$ cat src/rtl/pipe_ctrl.sv
// Pipeline hazard controller: merges per-source stall levels, sequences flush/drain
// after a redirect, and keeps a stall watchdog plus a saturating stall-cycle counter.
module pipe_ctrl #(
   parameter int                    NSTAGE    = 6,
   parameter int                    NREQ      = 3,
   parameter int                    LVLW      = 3,
   parameter logic [NREQ*LVLW-1:0]  REQ_LVL   = {3'd1, 3'd2, 3'd3},
   parameter int                    DRAIN_CYC = 2,
   parameter int                    TIMEOUT   = 255
) (
   input  logic              clk,
   input  logic              rst,
   input  logic [NREQ-1:0]   stall_req,
   input  logic              flush_req,
   input  logic [LVLW-1:0]   flush_lvl,
   output logic [NSTAGE-1:0] stall,
   output logic [NSTAGE-1:0] flush,
   output logic [NSTAGE-1:0] bubble,
   output logic              busy,
   output logic              stall_timeout,
   output logic [31:0]       stall_cycles
);

   typedef enum logic [1:0] {IDLE, FLUSH, DRAIN} state_t;

   state_t            state;
   logic [3:0]        drain_cnt;
   logic [LVLW-1:0]   lvl_q;
   logic [15:0]       wd_cnt;
   logic [LVLW-1:0]   max_lvl;
   logic              req_any;
   logic [NSTAGE-1:0] req_vec;
   logic [NSTAGE-1:0] flush_vec;

   localparam logic [NSTAGE-1:0] DRAIN_HOLD = {{(NSTAGE-2){1'b0}}, 2'b11};
   localparam logic [15:0]       TO_LIMIT   = 16'(TIMEOUT);

   // Bits 0..lvl set, with the level clamped to the last stage.
   function automatic logic [NSTAGE-1:0] upto_mask(input logic [LVLW-1:0] lvl);
      logic [NSTAGE-1:0] m;
      int                l;
      l = (int'(lvl) >= NSTAGE) ? NSTAGE - 1 : int'(lvl);
      for (int j = 0; j < NSTAGE; j++) m[j] = (j <= l);
      return m;
   endfunction

   // The leftmost REQ_LVL field belongs to source 0.
   always_comb begin
      max_lvl = '0;
      req_any = 1'b0;
      for (int i = 0; i < NREQ; i++) begin
         if (stall_req[i]) begin
            req_any = 1'b1;
            if (REQ_LVL[(NREQ-1-i)*LVLW +: LVLW] > max_lvl)
               max_lvl = REQ_LVL[(NREQ-1-i)*LVLW +: LVLW];
         end
      end
      req_vec      = req_any ? upto_mask(max_lvl) : '0;
      flush_vec    = upto_mask(lvl_q);
      flush_vec[0] = 1'b0;
   end

   always_comb begin
      stall = '0;
      flush = '0;
      if (!rst) begin
         case (state)
            IDLE:    stall = req_vec;
            FLUSH:   flush = flush_vec;
            DRAIN:   stall = req_vec | DRAIN_HOLD;
            default: stall = '0;
         endcase
      end
   end

   assign bubble = (stall << 1) & ~stall;
   assign busy   = !rst && (state != IDLE);

   // A new flush request from any state re-enters FLUSH and restarts the drain.
   always_ff @(posedge clk) begin
      if (rst) begin
         state         <= IDLE;
         drain_cnt     <= '0;
         lvl_q         <= '0;
         wd_cnt        <= '0;
         stall_timeout <= 1'b0;
         stall_cycles  <= '0;
      end else begin
         if (flush_req) begin
            state <= FLUSH;
            lvl_q <= flush_lvl;
         end else begin
            case (state)
               FLUSH: begin
                  state     <= DRAIN;
                  drain_cnt <= 4'(DRAIN_CYC - 1);
               end
               DRAIN: begin
                  if (drain_cnt == 4'd0) state <= IDLE;
                  else                   drain_cnt <= drain_cnt - 4'd1;
               end
               default: state <= IDLE;
            endcase
         end

         if (|stall) begin
            if (wd_cnt != TO_LIMIT) begin
               wd_cnt <= wd_cnt + 16'd1;
               if (wd_cnt == TO_LIMIT - 16'd1) stall_timeout <= 1'b1;
            end
            if (stall_cycles != 32'hFFFF_FFFF) stall_cycles <= stall_cycles + 32'd1;
         end else begin
            wd_cnt <= '0;
         end
      end
   end

endmodule

$ cat config.mk
export PLATFORM = sky130hd
export DESIGN_NAME = pipe_ctrl
export DESIGN_NICKNAME = d
export VERILOG_FILES = /design/src/rtl/pipe_ctrl.sv
export SDC_FILE = /design/constraint.sdc
export NUM_CORES = 1
export LEC_CHECK = 0
export BUFFER_PORTS_ARGS = -buffer_cell sky130_fd_sc_hd__buf_4
export CAP_MARGIN = 0
export CORE_UTILIZATION = 59
export DETAILED_ROUTE_END_ITERATION = 6
export GPL_TIMING_DRIVEN = 0
export PLACE_DENSITY = 0.93
export SETUP_SLACK_MARGIN = 0.3
export SLEW_MARGIN = 20
export SYNTH_ARGS = -nofsm -noshare
export SYNTH_HDL_FRONTEND = slang
export SYNTH_SLANG_ARGS = --single-unit
$ cat constraint.sdc
create_clock -name clk -period 4.8 [get_ports clk]
set_input_delay 0.24 -clock clk [delete_from_list [all_inputs] [get_ports clk]]
set_output_delay 0.24 -clock clk [all_outputs]
set_load 0.02 [all_outputs]
Word level (Yosys, flattened, before mapping)
Index checks and enable logic that the tools add are counted.
- add/subtract/negate cells: 3
- order comparisons: 15
- eq/ne operators: 8
- mux-type cells: 20
- bitwise gates (word level): 4
- reduce and logical (&&, ||, !) cells: 12
- operators by type and width (cell ; count):
    adder 32 x 1 -> 32 bit, second input constant ; 1
    inequality test 32 bit, second input constant ; 1
    2-to-1 mux 6 bit ; 4
    adder 16 x 1 -> 16 bit, second input constant ; 1
    equality test 16 x 8 -> 1 bit, second input constant ; 1
    inequality test 16 x 8 -> 1 bit, second input constant ; 1
    less-or-equal comparator 2 x 3 -> 1 bit, first input constant ; 4
    less-or-equal comparator 3 bit, first input constant ; 4
    2-to-1 mux 3 bit ; 4
    one-hot mux 6 bit (2 select lines) ; 1
    less-or-equal comparator 1 x 3 -> 1 bit, first input constant ; 3
    one-hot mux 4 bit (2 select lines) ; 1
    AND 6 bit ; 1
    greater-or-equal comparator 3 bit, second input constant ; 2
    > comparator 2 x 3 -> 1 bit, first input constant ; 2
    2-to-1 mux 2 bit ; 3
    inverter 6 bit ; 1
    AND reduction 3 bit ; 2
    OR reduction 6 bit ; 1
    2-to-1 mux 1 bit ; 5
    logical NOT 4 bit ; 1
    2-to-1 mux 4 bit ; 1
    inequality test 2 bit, second input constant ; 2
    one-hot mux 2 bit (2 select lines) ; 1
    11 further kinds ; 14
- bits in registers: 58
- input bits: 9
- output and inout port bits: 52
- logic and storage cells: 69

Logic depth before layout (Yosys ltp)
- word-level depth: 16
- depth in mapped cells: 10
- depth with buffers taken out: 7

Worst setup path before layout
No wires, ideal clock.
- path kind: reg-to-reg
- start point: reg state[0]
- end point: reg stall_cycles[15]
- library setup time: 121 ps
- arrival time: 2216 ps
- required time: 4679 ps
- setup slack: 2463 ps
- cell stages (with the launch flop): 11
- path buffers: 3
- clock period less this slack: 2337 ps
- cells stage by stage: dfxtp_1 inv_1 ha_1 nor2_1 o31a_1 buf_6 or3_4 buf_6 buf_6 nor4_2 mux2_2
- cells in the longest elaborated chain, start to end: 5
- elaborated cells between the ends (all ways): 6
- those cells by class: eq/ne: 1; mux: 2; reduce/logical: 3
- ends and longest elaborated chain (item ; RTL line ; source):
    start: declaration ; 26 ; state_t state;
    start signal: assignment ; 82 ; state <= IDLE;
    start signal: assignment ; 90 ; state <= FLUSH;
    start signal: assignment ; 95 ; state <= DRAIN;
    equality test 2 bit / logical NOT 2 bit (equally long branches) ; 67 ; case (state)
    one-hot mux 6 bit (2 select lines) * ; 67 ;
    2-to-1 mux 6 bit * ; 66 ; if (!rst) begin
    OR reduction 6 bit * ; 106 ; if (|stall) begin
    AND reduction 2 bit (no line) * ; n/a ;
    end signal: assignment ; 111 ; if (stall_cycles != 32'hFFFF_FFFF) stall_cycles <= stall_cycles + 32'd1;
    end: declaration ; 21 ; output logic [31:0] stall_cycles
Mark *: on every way between the ends. The rest lies on a longest branch, timed or not.
A chain may end at the register's enable or synchronous reset.

Worst setup path in the final report
- start point: reg state[0]
- end point: reg wd_cnt[13]
- cells in the longest elaborated chain, start to end: 6
- elaborated cells between the ends (all ways): 7
- those cells by class: eq/ne: 1; mux: 2; bitwise: 1; reduce/logical: 3
- ends and longest elaborated chain (item ; RTL line ; source):
    equality test 2 bit / logical NOT 2 bit (equally long branches) ; 67 ;
    one-hot mux 6 bit (2 select lines) * ; 67 ;
    2-to-1 mux 6 bit * ; 66 ;
    OR reduction 6 bit * ; 106 ;
    inverter 1 bit (no line) * ; n/a ;
    OR reduction 2 bit (no line) * ; n/a ;
    end signal: assignment ; 108 ; wd_cnt <= wd_cnt + 16'd1;
    end: declaration ; 29 ; logic [15:0] wd_cnt;
Marked as above.

==> Implementation_results.wiki <==
{| class="wikitable"
! Metric !! Value
|-
| Per-instance average area after synthesis || 8.38 sq um
|-
| Cells after synthesis || 375
|-
| Capture point of the worst reg-to-reg path || wd_cnt[13]
|-
| Port-buffer cells || 53
|-
| Post-layout worst setup margin || 2.08 ns
|-
| End of the critical path || wd_cnt[13]
|-
| H-tree depth reported by CTS || 3
|-
| Pin count of the biggest net entering global routing || 11
|-
| Kind of path behind the tightest hold check || in -> reg
|-
| Overall die area || 5620 sq um
|-
| Summed instance area of the synthesized netlist || 3140 sq um
|-
| Maximum ir drop on the vdd rail || 0.273 mV
|-
| Number of global-route vias before repair || 2875
|-
| Max-cap viol count || 0
|-
| Fraction of layout cells with a size suffix above 1 || 0.207
|-
| Worst Setup Path Type || reg -> reg
|-
| Synth warn || 0
|-
| Detailed-placement wirelength estimate || 5.60 mm
|-
| Post-Route Skew || 0.0152 ns
|-
| Achievable Freq || 367 MHz
|-
| Clock latency at the later pin of the worst-skew pair || 0.36 ns
|-
| Worst slack at placement || 2.12 ns
|-
| Post-DRT Antenna Nets || 0
|-
| Post-synth top area share || 0.369
|-
| Minimum setup slack among reg-to-reg paths || 2.08 ns
|-
| Int Power || 0.000787 W
|-
| Worst path cell trace || inv_1 -> ha_1 -> nor4_1 -> o31a_1 -> buf_6 -> clkbuf_1 -> buf_2 -> buf_2 -> nor2_1
|-
| Kind of end point of the critical path || flip-flop
|-
| Biggest area consumer among synthesized cells || dfxtp_1
|-
| Count of hold buffers inserted by post-cts repair || 0
|-
| R2R depth || 9
|-
| Drc violations || 0
|-
| P&R area growth vs syn || 22.3%
|-
| Run status || completed
|-
| Cell leakage power || 1.49 nW
|-
| Die Wd || 75.0 um
|-
| Combinational share of power || 0.099
|-
| Worst max-slew margin expressed relative to the limit || 0.342
|-
| Power per cell area || 277 nW/um^2
|-
| Clock root buffer || clkbuf_8
|-
| Number of distinct standard cells referenced by the synthesized netlist || 51
|-
| Final number of setup-violating endpoints || 0
|-
| Clock transition at the registers of the reported paths || 0.07 ns
|-
| Start of the worst register-to-register path || state[0]
|-
| Pre-Repair DR Iteration Count || 5
|-
| WP depth || 9
|-
| Height of the chip || 75.0 um
|-
| Number of antenna cells inserted || 0
|-
| Slowest CP cell || nor4_1
|-
| Net switching power || 0.000276 W
|-
| Cell types occupying the most area after synthesis || dfxtp_1 37%, nor2_1 4.4%, a21oi_1 4.0%, nand4_1 3.6%, nand2_1 3.3%
|-
| Per-cell routed wire length || 15.2 um
|-
| Clock buffers created by TritonCTS || 9
|-
| Longest individual stage delay on the worst path || 0.58 ns
|-
| Sort of element at the start of the critical path || flip-flop
|-
| Number of ports placed on the die boundary || 61
|-
| Final period util || 0.567
|-
| Setup tns final || 0 ns
|-
| Number of hold violations in the final report || 0
|-
| Synth Register Bits || 58
|-
| Bufs and invs on worst path || 5
|-
| Shortest period the worst path allows || 2.72 ns
|-
| Share of async-settable or async-resettable flops after synthesis || 0
|-
| # nets final || 461
|-
| Setup repair after global routing missed its margin || no
|-
| Top flip-flop cell by instance count after synthesis || dfxtp_1
|-
| Routed via count || 3181
|-
| Effective utilization at floorplan || 0.615
|-
| Weighted congestion at the end of routability-driven global placement || 0.887
|-
| Non-Filler Instances || 519
|-
| Maximum number of buffers from clock root to sink || 2
|-
| Overflow left after global routing || 0
|-
| Global-route wire length before repair || 12.7 mm
|-
| Count of routing violations after the opening detailed-route iteration || 224
|-
| Share of synthesized area occupied by flip-flops and latches || 0.369
|-
| Worst-path maximum fanout || 10
|-
| Relative contribution of sequential cells to total power || 0.473
|-
| Data arrival time of the critical path || 2.97 ns
|-
| Worst setup path start || state[0]
|-
| Core Footprint || 5110 sq um
|-
| DP Cell Count || 503
|-
| Measured slew at the worst slew-check pin || 0.978 ns
|-
| Switching part of the total || 0.260
|-
| Total setup buffers inserted after CTS || 0
|-
| Antenna violations before repair || 0
|-
| Number of enable flip-flop cells after synthesis || 0
|-
| Routed WL || 7.87 mm
|-
| TritonCTS clock tree || done
|-
| Rows || 26
|-
| Number of gates given a new drive strength after cts || 0
|-
| Fraction of power consumed by the clock network || 0.428
|-
| Global router's overall resource usage || 0.300
|-
| Slew Viols, Final || 0
|-
| Count of clock tree sinks || 58
|-
| Worst path most repeated cell || buf_2
|-
| Per-cell via count in the routed design || 6.13
|-
| Critical path required time || 5.04 ns
|-
| Family with the most delay on the worst path || buffers and inverters
|}
## cell usage in the layout (no fill, tap or decap), drive strengths merged, types with 10 or more instances in the layout
cell | synthesis | layout
or4 | 11 | 11
nor2 | 37 | 37
nor4 | 10 | 10
nand2 | 28 | 28
a21oi | 25 | 25
dfxtp | 58 | 58
nand4 | 18 | 18
and3 | 11 | 11
buf | 13 | 66
xor2 | 11 | 11
clkbuf | 12 | 23
inv | 16 | 16
## power by group through the flow
stage	logic [W]	clock network [W]	registers [W]
after floorplan	0.0000652	0	0.000516
after global placement	0.000100	0	0.000513
after detailed placement	0.000104	0	0.000514
after CTS	0.000105	0.000455	0.000503
after global routing	0.000115	0.000475	0.000505
final	0.000105	0.000454	0.000503
## worst reg2reg max path: cells and delay by family, from the launching register on
kind	cells	cell delay (ns)
AOI/OAI and AO/OA	1	0.22
adders and majority gates	1	0.28
DFF	1	0.36
buffers and inverters	5	1.10
and+or+nand+nor	2	0.66
## flip-flops by register name (all words and copies together), names as in the netlist
signal         cells
stall_cycles      32
wd_cnt            16
drain_cnt          4
lvl_q              3
state              2
stall_timeout      1
## worst min path at each step
stage	startpoint	to	slack, ns	depth (start not counted)
floorplan	flush_lvl[0]	lvl_q[0]	0.39	2
global placement	stall_timeout	stall_timeout	0.47	1
detailed placement	stall_timeout	stall_timeout	0.47	1
CTS	flush_lvl[0]	lvl_q[0]	0.13	3
global route	flush_lvl[1]	lvl_q[1]	0.15	3
finish	flush_lvl[0]	lvl_q[0]	0.12	3
## cell usage after synthesis, drive strengths merged, types with 8 or more instances
master  instances
and2            8
nand2          28
nand4          18
xor2           11
clkbuf         12
or4            11
inv            16
ha              8
a21oi          25
nand3           8
and4            8
o21ai           9
and3           11
buf            13
o31ai           9
nor3            8
or3             9
dfxtp          58
nor2           37
nor4           10
## layer usage
| layer | vias up | global-route usage | wire length [um] |
|---|---|---|---|
| li1 | 1521 | - | - |
| met1 | 1506 | 0.347 | 3260 |
| met2 | 138 | 0.520 | 4010 |
| met3 | 16 | 0.0656 | 472 |
| met4 | 0 | 0.155 | 129 |
| met5 | - | 0 | 0 |
## logic make-up (layout without fill, tap and decap cells)
kind of cell,after synthesis,after routing,synth area share
xor+xnor,13,13,0.0362
buf+inv,41,110,0.0653
mux,9,9,0.0307
fa+ha+maj,8,8,0.0318
simple gates,173,173,0.311
compound gates,72,72,0.154
other cells,1,6,0.00119
flops,58,58,0.369
## through the flow
| stage | instance area, sq um | power [W] | utilization | hold WS [ns] |
|---|---|---|---|---|
| floorplan | 3160 | 0.000581 | - | 0.387 |
| detailed placement | 3650 | 0.000618 | 0.714 | 0.470 |
| CTS | 3840 | 0.00106 | 0.752 | 0.126 |
| finish | 3840 | 0.00106 | 0.752 | 0.125 |
| global route | 3840 | 0.00110 | 0.752 | 0.154 |
| global placement | 3650 | 0.000613 | 0.714 | 0.465 |
## cell type report
type / count / area (sq um)
well taps: 70 / 87.6
plain buffers: 25 / 145
inverters: 16 / 60.1
clock inverters: 5 / 53.8
clock buffers: 11 / 141
repair buffers: 53 / 398
flip-flops and latches: 58 / 1160
multi-input cells: 281 / 1800
fillers: 374 / 1260
Note: power is estimated with default switching activity, not from simulation.
